File: src/rtl/store_queue_pkg.sv
// ---------------------------------------------------------------------------
// store_queue_pkg : store-mode codes and shared helpers for the store queue
// Revision 1.0
// ---------------------------------------------------------------------------
`default_nettype none

package store_queue_pkg;

   localparam logic [2:0] SL_WORD      = 3'd0;
   localparam logic [2:0] SL_HALF      = 3'd1;
   localparam logic [2:0] SL_BYTE      = 3'd2;
   localparam logic [2:0] SL_WORDLEFT  = 3'd3;
   localparam logic [2:0] SL_WORDRIGHT = 3'd4;

   localparam int SQ_MAXDW = 64;

   function automatic logic is_store_mode(input logic [2:0] mode);
      return (mode == SL_WORD) || (mode == SL_HALF) || (mode == SL_BYTE) ||
             (mode == SL_WORDLEFT) || (mode == SL_WORDRIGHT);
   endfunction

endpackage

`default_nettype wire

File: src/rtl/store_lane_align.sv
// ---------------------------------------------------------------------------
// store_lane_align : aligns a 32-bit store into one word lane with byte enables
// Revision 1.0
// ---------------------------------------------------------------------------
`default_nettype none

module store_lane_align
   import store_queue_pkg::*;
(
   input  logic [2:0]  mode,
   input  logic [1:0]  sub,
   input  logic [31:0] data,
   output logic [31:0] aligned_data,
   output logic [3:0]  be,
   output logic        misalign
);

   always_comb begin
      aligned_data = '0;
      be           = '0;
      misalign     = 1'b0;
      case (mode)
         SL_WORD: begin
            aligned_data = data;
            be           = 4'b1111;
            misalign     = (sub != 2'd0);
         end
         SL_HALF: begin
            aligned_data = data << {sub[1], 4'b0000};
            be           = 4'b0011 << {sub[1], 1'b0};
            misalign     = sub[0];
         end
         SL_BYTE: begin
            aligned_data = data << {sub, 3'b000};
            be           = 4'b0001 << sub;
         end
         // 3-sub on a 2-bit offset is simply its complement
         SL_WORDLEFT: begin
            aligned_data = data >> {~sub, 3'b000};
            be           = 4'b1111 >> ~sub;
         end
         SL_WORDRIGHT: begin
            aligned_data = data << {sub, 3'b000};
            be           = 4'b1111 << sub;
         end
         default: ;
      endcase
   end

endmodule

`default_nettype wire

File: src/rtl/store_queue.sv
// ---------------------------------------------------------------------------
// store_queue : aligned, coalescing store FIFO draining over valid/ready
// Revision 1.0
// ---------------------------------------------------------------------------
`default_nettype none

module store_queue
   import store_queue_pkg::*;
#(
   parameter int DW       = 32,
   parameter int AW       = 32,
   parameter int DEPTH    = 4,
   parameter int COALESCE = 1
) (
   input  logic                     clk,
   input  logic                     reset,
   input  logic                     in_valid,
   output logic                     in_ready,
   input  logic [AW-1:0]            in_addr,
   input  logic [31:0]              in_data,
   input  logic [2:0]               in_mode,
   output logic                     ades,
   output logic                     m_valid,
   input  logic                     m_ready,
   output logic [AW-1:0]            m_addr,
   output logic [DW-1:0]            m_data,
   output logic [DW/8-1:0]          m_be,
   output logic [$clog2(DEPTH):0]   count,
   output logic                     full,
   output logic                     empty
);

   localparam int BW   = DW / 8;
   localparam int OFFW = $clog2(BW);
   localparam int PW   = $clog2(DEPTH);
   localparam int CW   = PW + 1;
   localparam logic [CW-1:0] FULL_CNT = CW'(DEPTH);
   localparam logic [CW-1:0] ONE_CNT  = CW'(1);

   logic [31:0]   lane_data;
   logic [3:0]    lane_be;
   logic          misalign;
   logic [DW-1:0] new_data;
   logic [BW-1:0] new_be;
   logic [AW-1:0] new_addr;

   store_lane_align u_align (
      .mode         (in_mode),
      .sub          (in_addr[1:0]),
      .data         (in_data),
      .aligned_data (lane_data),
      .be           (lane_be),
      .misalign     (misalign)
   );

   generate
      if (DW == SQ_MAXDW) begin : g_lane64
         assign new_data = in_addr[2] ? {lane_data, 32'h0} : {32'h0, lane_data};
         assign new_be   = in_addr[2] ? {lane_be, 4'h0}    : {4'h0, lane_be};
      end else begin : g_lane32
         assign new_data = lane_data;
         assign new_be   = lane_be;
      end
   endgenerate

   assign new_addr = {in_addr[AW-1:OFFW], {OFFW{1'b0}}};

   logic [AW-1:0] addr_mem [DEPTH];
   logic [DW-1:0] data_mem [DEPTH];
   logic [BW-1:0] be_mem   [DEPTH];

   logic [PW-1:0] head;
   logic [PW-1:0] tail;
   logic [PW-1:0] tail_last;
   logic [CW-1:0] count_r;

   logic          legal_mode;
   logic          push;
   logic          pop;
   logic          merge;
   logic          append;
   logic [DW-1:0] merged_data;

   assign empty      = (count_r == '0);
   assign full       = (count_r == FULL_CNT);
   assign in_ready   = !full;
   assign count      = count_r;
   assign tail_last  = tail - 1'b1;
   assign legal_mode = is_store_mode(in_mode);
   assign ades       = in_valid && misalign;
   assign push       = in_valid && !full && legal_mode && !misalign;
   assign pop        = !empty && m_ready;

   // Never merge into the head while it is leaving, or the new bytes are lost.
   assign merge  = (COALESCE != 0) && !empty && (addr_mem[tail_last] == new_addr) &&
                   !((count_r == ONE_CNT) && pop);
   assign append = push && !merge;

   always_comb begin
      merged_data = data_mem[tail_last];
      for (int b = 0; b < BW; b++) begin
         if (new_be[b]) merged_data[8*b +: 8] = new_data[8*b +: 8];
      end
   end

   always_ff @(posedge clk) begin
      if (reset) begin
         head    <= '0;
         tail    <= '0;
         count_r <= '0;
      end else begin
         if (append) tail <= tail + 1'b1;
         if (pop)    head <= head + 1'b1;
         case ({append, pop})
            2'b10:   count_r <= count_r + 1'b1;
            2'b01:   count_r <= count_r - 1'b1;
            default: count_r <= count_r;
         endcase
      end
   end

   always_ff @(posedge clk) begin
      if (!reset && push) begin
         if (merge) begin
            data_mem[tail_last] <= merged_data;
            be_mem[tail_last]   <= be_mem[tail_last] | new_be;
         end else begin
            addr_mem[tail] <= new_addr;
            data_mem[tail] <= new_data;
            be_mem[tail]   <= new_be;
         end
      end
   end

   assign m_valid = !empty;
   assign m_addr  = empty ? '0 : addr_mem[head];
   assign m_data  = empty ? '0 : data_mem[head];
   assign m_be    = empty ? '0 : be_mem[head];

endmodule

`default_nettype wire

File: config.mk
export PLATFORM = sky130hd
export DESIGN_NAME = store_queue
export DESIGN_NICKNAME = d
export VERILOG_FILES = /design/src/rtl/store_queue_pkg.sv /design/src/rtl/store_lane_align.sv /design/src/rtl/store_queue.sv
export SDC_FILE = /design/constraint.sdc
export NUM_CORES = 1
export LEC_CHECK = 0
export ABC_AREA = 0
export CAP_MARGIN = 20
export CORE_MARGIN = 2
export CORE_UTILIZATION = 61
export CTS_CLUSTER_DIAMETER = 40
export DETAILED_ROUTE_END_ITERATION = 10
export HOLD_SLACK_MARGIN = 0.02
export PLACE_DENSITY = 0.85
export SYNTH_ARGS = -nofsm -noshare
export SYNTH_HDL_FRONTEND = slang
export SYNTH_SLANG_ARGS = --single-unit
File: constraint.sdc
create_clock -name clk -period 10.16 [get_ports clk]
set_clock_uncertainty 0.2 [all_clocks]
set_input_delay 1.524 -clock clk [delete_from_list [all_inputs] [get_ports clk]]
set_output_delay 1.524 -clock clk [all_outputs]
set_load 0.05 [all_outputs]
==> run summary, run 1 <==
The tools report the sequential area share after synthesis as 0.614. At the worst endpoint, the arrival time is 4.06 ns. The sequential standard cell area is 0.00812 mm2. The detail route stage leaves a number of antenna-violating nets equal to 0. Summing all multi-input logic gate instances after layout gives 0.00479 mm2.

In the synthesized netlist the dominant register cell turns out to be sky130_fd_sc_hd__edfxtp_1. Number of sinks handled by clock tree synthesis: 273. The kind of end point of the critical path is a primary output. For the final routed database, the setup TNS stands at 0 ns.

The fraction of final layout cells with drive strength greater than 1 is 0.188, and the overall die area is 0.0229 mm2. Buffers inserted to repair hold after CTS numbered 0. The clock edge transition at the registers on the reported setup and hold paths is 0.06 ns. Placed wire-length estimate after detailed placement: 19200 um. Synthesis produced 831 cells. The total number of nets in the final design was 1044.

Setup repair after global routing left no endpoint under its margin. For the total length of routed wires, the log shows 31500 um. In this run, CTS created clock tree buffers numbering 34. The tools report the number of global-route vias before repair as 8371. The H-tree generated during clock tree synthesis spans 2 levels. In this run the power density over the cells is 259 mW/mm2. The final worst-path cycle share is 0.570, and the count of buffers added by post-CTS timing repair for setup is 0. Number of flip-flops and latches in the synthesized netlist: 273.

In the post-synthesis netlist, the biggest area contributors are sky130_fd_sc_hd__edfxtp_1 60%, sky130_fd_sc_hd__mux4_2 17%, sky130_fd_sc_hd__and2_1 3.3%. For the routed via count, the log shows 8290. After detailed routing, the number of vias per cell comes to 6.55. Averaged over all synthesized cells, the footprint is 15.9 um2. In this run the worst path has a maximum fanout of 25. The tools report the number of design-rule violations left by the first detailed-router iteration as 975.

The clock network latency to the later pin of the worst-skew pair was 0.51 ns. The min-delay analysis places its worst path in the category reg -> reg. Leaving out filler cells and counting taps, the final layout contains 1265. The remaining routing DRC violations came out at 0. The final critical-path required period is 5.79 ns. The tree is rooted in a sky130_fd_sc_hd__clkbuf_16. The maximum number of pins on one net before global-route repair came out at 70.

Buffers placed on the I/O ports in this run total 144. After detailed routing, the average wire length per cell comes to 24.9 um. The top-area cell type share of the netlist area is 0.600. The clock passes through at most 3 buffers. The synthesized design contains 264 enable-type register cells. The die is 151 um wide. At the end of routability-driven placement, the weighted congestion stood at 0.936. The first global-routing pass estimated 48700 um of wire. In this run the static leakage power is 0.00522 uW.

Setup violations remaining at the end of the flow were counted as 0. The tool flagged a number of max-cap violations equal to 0. At the placement stage, the worst setup path has a slack of 4.32 ns. Setup slack after layout: 4.37 ns. For the pin with the worst max-slew slack, the measured transition is 1.01 ns.

After detailed placement, the design holds a cell count of 1203. The tools report the sort of element at the start of the critical path as an input port. For the highest clock frequency the design can meet, the log shows 173 MHz.

The die height is 151 um, and the number of warnings printed during yosys synthesis is 0. The floorplan step defined a core boundary enclosing 0.0212 mm2. The tightest hold path in the finished design has a slack of 0.350 ns. The maximum vdd drop was 0.000352 V; the initial antenna violation count was 0.

Cell type with the largest total area after synthesis: sky130_fd_sc_hd__edfxtp_1. TritonCTS built the clock tree. For the total count of hold-check failures in the final report, the log shows 0. The headroom to the max-slew limit was 0.326. The tools report the synthesized cell area as 0.0132 mm2.

The tools report the number of max-slew violations in the final report as 0. The relative area change from synthesis to final layout is 21.0%. The worst endpoint required time was 8.44 ns; the async set or reset register ratio after synthesis was 0.

The logs give 0.756 for the final core utilization and 0 for the overall overflow remaining after global route. The tools report the global-route total usage across every layer as 0.286. The tools report the initial core utilization as 0.625. Number of optimization iterations in the first detailed-route pass: 5. For the count of standard-cell rows, the log shows 53. Final-layout fill cell count: 1167. By startpoint and endpoint, the worst setup path is classified as in -> out. During I/O placement, the number of pins put on the boundary was 147. The count of unique library cells instantiated by Yosys came out at 60.

For the total of cells resized after clock tree synthesis, the log shows 0. The run finished with clean final reports.
[power breakdown]
| part | internal [uW] | leakage, uW | switching (uW) |
|---|---|---|---|
| Combinational | 600 | 0.00219 | 1020 |
| Sequential | 1280 | 0.00248 | 43.5 |
| Clock | 719 | 0.000552 | 476 |
| Total | 2600 | 0.00522 | 1540 |
[layout by cell type, fill, tap and decap left out, drive strengths merged, types with 15 or more instances in the layout]
master / netlist / final
a21oi: 22 / 22
and2: 69 / 69
clkbuf: 35 / 37
clkdlybuf4s50: 0 / 144
clkinv: 0 / 17
edfxtp: 264 / 264
inv: 13 / 15
mux2i: 24 / 24
mux4: 97 / 97
nand2: 47 / 47
nor2: 40 / 40
o21ai: 21 / 21
xor2: 25 / 25
[area by class of cell]
type | count | share of cell area
clock buffer | 37 | 0.0553
tap | 275 | 0.0215
sequential | 273 | 0.508
clock inverter | 23 | 0.0160
multi-input combinational | 485 | 0.300
antenna | 2 | 0.000313
timing repair buffer | 157 | 0.0963
inverter | 13 | 0.00305
[worst max-delay path, stage by stage]
cell and delay [ns]:
sky130_fd_sc_hd__clkdlybuf4s50_1 0.46, sky130_fd_sc_hd__buf_4 0.31, sky130_fd_sc_hd__inv_1 0.40, sky130_fd_sc_hd__nor2_1 0.18, sky130_fd_sc_hd__o21ai_0 0.20, sky130_fd_sc_hd__nor2_1 0.17, sky130_fd_sc_hd__clkdlybuf4s50_1 0.82
[metrics by stage]
step                      instance area (um2)  total power, uW
after global placement                  14800             2940
after detailed placement                14800             2960
final                                   16000             4140
after CTS                               16000             4160
after floorplan                         13200             2450
after global routing                    16000             4280
[logic make-up (layout without fill, tap and decap cells)]
group | count (synthesis) | count (layout) | synth area share
AND/OR/NAND/NOR | 202 | 202 | 0.0795
other | 1 | 4 | 0.000284
buffers and inverters | 74 | 230 | 0.0256
adder cells (fa/ha/maj) | 11 | 11 | 0.0100
flip-flops | 273 | 273 | 0.614
multiplexers | 125 | 125 | 0.187
AO/OA/AOI/OAI | 108 | 108 | 0.0595
XOR/XNOR | 37 | 37 | 0.0245
[synthesized netlist by cell type (all sizes together) (7+ instances only)]
library cell / instances
edfxtp: 264
o21ai: 21
a31oi: 7
nor2: 40
ha: 9
a222oi: 7
nand2: 47
mux4: 97
a21oi: 22
mux2i: 24
nand2b: 7
a2bb2o: 14
xnor2: 12
a221o: 8
xor2: 25
inv: 13
buf: 26
nor3: 7
dfxtp: 9
clkbuf: 35
and2: 69
[worst paths after layout]
| path | from | to | slack (ns) | depth (start not counted) |
|---|---|---|---|---|
| max | in_addr[1] | ades | 4.37 | 7 |
| min | head[0]$_SDFFE_PP0P_ | flip-flop | 0.35 | 2 |
| max reg2reg | tail[0]$_SDFFE_PP0P_ | data_mem[0][0]$_DFFE_PP_ | 4.47 | 10 |
| min reg2reg | head[0]$_SDFFE_PP0P_ | flip-flop | 0.35 | 2 |
[per-layer routing]
metal | track usage | wire length [um] | up-vias
met3 | 0.0524 | 2900 | 94
met4 | 0.0874 | 908 | 0
met2 | 0.463 | 15600 | 526
met1 | 0.405 | 12100 | 4108
met5 | 0 | 0 | -
li1 | - | - | 3562
[sequential cells by signal (all words and copies together), names as in the netlist, named ones only]
| signal | cells |
|---|---|
| addr_mem | 120 |
| be_mem | 16 |
| count | 3 |
| data_mem | 128 |
| head | 2 |
| tail | 2 |
Note: power is estimated with default switching activity, not from simulation.
==> inputs of run 2 (changes only) <==
--- a/config.mk
+++ b/config.mk
@@ -8,11 +8,11 @@
 export ABC_AREA = 0
 export CAP_MARGIN = 20
 export CORE_MARGIN = 2
-export CORE_UTILIZATION = 61
+export CORE_UTILIZATION = 51
 export CTS_CLUSTER_DIAMETER = 40
 export DETAILED_ROUTE_END_ITERATION = 10
 export HOLD_SLACK_MARGIN = 0.02
-export PLACE_DENSITY = 0.85
+export PLACE_DENSITY = 0.76
 export SYNTH_ARGS = -nofsm -noshare
 export SYNTH_HDL_FRONTEND = slang
 export SYNTH_SLANG_ARGS = --single-unit
==> constraint.sdc (replaced) <==
create_clock -name clk -period 4.8 [get_ports clk]
set_clock_uncertainty 0.2 [all_clocks]
set_input_delay 0.72 -clock clk [delete_from_list [all_inputs] [get_ports clk]]
set_output_delay 0.72 -clock clk [all_outputs]
set_load 0.05 [all_outputs]
==> run summary, run 2 (synthesis gave the netlist of run 1 again) <==
Leaving out fill and tap cells, the most frequent cell in the layout is sky130_fd_sc_hd__edfxtp_1. The logs give 0.51 ns (about the same) for the clock network latency to the later pin of the worst-skew pair and 51 (-27%) for the maximum number of pins on one net before global-route repair. The number of global-route vias before repair is 8147 (-2.7%), and the average detailed-routed wire length per instance is 22.8 um (-8.6%). The maximum vdd drop is 0.000569 V (+62%).

Die outline width: 165 um (+9.1%). The worst setup path is launched from a flip-flop. The power per unit of standard cell area is 538 mW/mm2 (+110%), and the largest fanout of any net on the critical path is 24 (-4.0%). The routed via count came out at 8137 (-1.8%). The clock edge transition at the registers on the reported setup and hold paths works out to 0.05 ns (about the same). Routed signal wires occupy layers up through met4. The largest registers in the layout are data_mem: 128 flops, addr_mem: 120 flops, be_mem: 16 flops. Compared with the post-synthesis result, the final layout area differs by 22.1%. Arrival time of data at the critical path endpoint: 4.39 ns (+0.33 ns). Among all stages on the critical path, the largest delay is contributed by sky130_fd_sc_hd__or4_1. Number of buffers added by the clock tree synthesis step: 34 (unchanged). Number of sinks handled by clock tree synthesis: 273 (unchanged). Setup repair after global routing left no endpoint under its margin.

For the overall overflow remaining after global route, the log shows 0 (unchanged). The final worst-path cycle share works out to 0.924. The transition time of the tightest slew-check pin works out to 0.998 ns (-0.0134 ns).

The met3 wire length is 2240 um (-23%). The tools report the final antenna-violating net count as 0 (unchanged). For the count of buffers added by post-CTS timing repair for setup, the log shows 0 (unchanged). The run gives 0 (unchanged) as the total of cells resized after clock tree synthesis. The max-capacitance violation count is 0 (unchanged), and the mean number of vias per cell is 6.12 (-6.6%). The total setup violations reported at the end of the flow was 0 (unchanged). The total chip power is 8690 uW (+110%), and the die height is 165 um (+9.1%).

The placed wire-length estimate after detailed placement was 20200 um (+5.1%). The total number of nets in the final design was 1056 (+1.1%). For the routed length on met1, the log shows 12400 um (+2.4%). The flow ran to the end, and the final reports show no timing, DRC or antenna violations. The tools report the initial antenna violation count as 0 (unchanged). TritonCTS built the clock tree. The hold buffer count at CTS was 0 (unchanged).

The highest clock frequency the design can meet is 226 MHz, and the number of design-rule violations left by the first detailed-router iteration is 837 (-14%). The total leakage power is 0.00527 uW (+0.92%). The run gives 0.522 (-0.103) as the initial core utilization. The fraction of final layout cells with drive strength greater than 1 is 0.194 (+0.00594). Walking the worst path, the cells encountered are inv_1 -> ha_1 -> buf_12 -> mux4_2 -> xor2_1 -> nor4_1 -> nand4_1 -> or4_1 -> buf_4 -> nor3_1 -> a2bb2o_1.

The worst endpoint required time was 4.75 ns (-3.69 ns); the number of levels the H-tree was split into was 2 (unchanged). The setup path with the least slack is of type reg -> reg. The logs give 0.229 (-0.0568) for the global-route total usage across every layer and 1766 (+51%) for the final-layout fill cell count.

The tools report the kind of end point of the critical path as a flip-flop. The run gives 0.330 (+0.00384) as the headroom to the max-slew limit. The worst path needs 4.43 ns of the cycle, external delays included.

Ranked by flip-flop count, first place goes to data_mem. The worst hold path belongs to the class reg -> reg. The overall die area was 0.0272 mm2 (+19%); the number of antenna repair diodes was 0 (-2).

The logs give 30300 um (-4.0%) for the total length of routed wires and 0 (unchanged) for the number of max-slew violations in the final report. The highest cell delay on the worst timing path works out to 0.55 ns (-0.27 ns). The tools report the wire length on met2 as 14800 um (-5.2%). The clock tree buffer depth was 3 (unchanged). For the number of optimization iterations in the first detailed-route pass, the log shows 6 (+1). The weighted congestion reported at the end of routability-driven placement was 0.977 (+4.3%). For the remaining routing DRC violations, the log shows 0 (unchanged).

The flip-flop count of the largest register, all copies and words added was 128 (unchanged); the number of port buffers was 144 (unchanged). The setup slack after layout was 0.366 ns (-4.01 ns); the total count of hold-check failures in the final report was 0 (unchanged). The global-route wire length before repair was 46700 um (-4.1%); the worst slack at placement was 0.316 ns (-4.00 ns). The logs give 58 (+9.4%) for the count of standard-cell rows and 147 (unchanged) for the total I/O pin count. In the layout the commonest cells are 264 x sky130_fd_sc_hd__edfxtp_1, 143 x sky130_fd_sc_hd__clkdlybuf4s50_1, 97 x sky130_fd_sc_hd__mux4_2. The floorplan core area was 0.0253 mm2 (+20%). Root cell of the clock tree: sky130_fd_sc_hd__clkbuf_16.
==> run 2: cell types whose count changed in the layout (fill, tap and decap cells not counted), sizes merged <==
| cell | previous run | this run |
|---|---|---|
| buf | 13 | 26 |
| clkbuf | 37 | 39 |
| clkdlybuf4s50 | 144 | 143 |
| clkinv | 17 | 10 |
| diode | 2 | 0 |
| inv | 15 | 19 |
==> run 2: layer usage <==
layer,vias to the layer above,track usage
li1,3596,-
met3,62,0.0407
met4,0,0.0838
met1,4106,0.324
met5,-,0
met2,373,0.363
==> run 2: critical path: cells and delay by family (launching register included) <==
family / cells / cell delay, ns
muxes: 1 / 0.32
xor gates and xnor gates: 1 / 0.15
adders and majority gates: 1 / 0.35
buffers and inverters: 3 / 0.54
and+or+nand+nor: 4 / 1.65
DFF: 1 / 0.39
AOI/OAI and AO/OA: 1 / 0.47
==> run 2: per-stage QoR <==
step / instances / util / hold slack (ns) / setup TNS (ns) / instance area [um2]
floorplan: 832 / - / 0.285 / -57.29 / 13200
global placement: 1270 / 0.594 / 0.306 / 0 / 15000
detailed placement: 1270 / 0.594 / 0.327 / 0 / 15000
CTS: 1329 / 0.637 / 0.345 / 0 / 16100
global route: 1329 / 0.637 / 0.356 / 0 / 16100
finish: 1329 / 0.637 / 0.327 / 0 / 16100
==> run 2: area by class of cell <==
class / instances / area, um2 / share of cell area
Clock buffer: 39 / 891 / 0.0552
Clock inverter: 20 / 196 / 0.0122
Inverter: 13 / 48.8 / 0.00302
Sequential cell: 273 / 8120 / 0.503
Timing Repair Buffer: 169 / 1680 / 0.104
Tap cell: 330 / 413 / 0.0256
Multi-Input combinational cell: 485 / 4790 / 0.297
==> run 2: where the power goes <==
group	switching [uW]	internal, uW
Combinational	2130	1300
Sequential	99.0	2710
Clock	946	1500
==> run 2: worst paths after layout <==
path                   startpoint                   endpoint  slack, ns  cells past startpoint
min          head[1]$_SDFFE_PP0P_       head[1]$_SDFFE_PP0P_       0.33                      2
max reg2reg  tail[1]$_SDFFE_PP0P_  data_mem[3][20]$_DFFE_PP_       0.37                     11
min reg2reg  head[1]$_SDFFE_PP0P_       head[1]$_SDFFE_PP0P_       0.33                      2
max          tail[1]$_SDFFE_PP0P_  data_mem[3][20]$_DFFE_PP_       0.37                     11
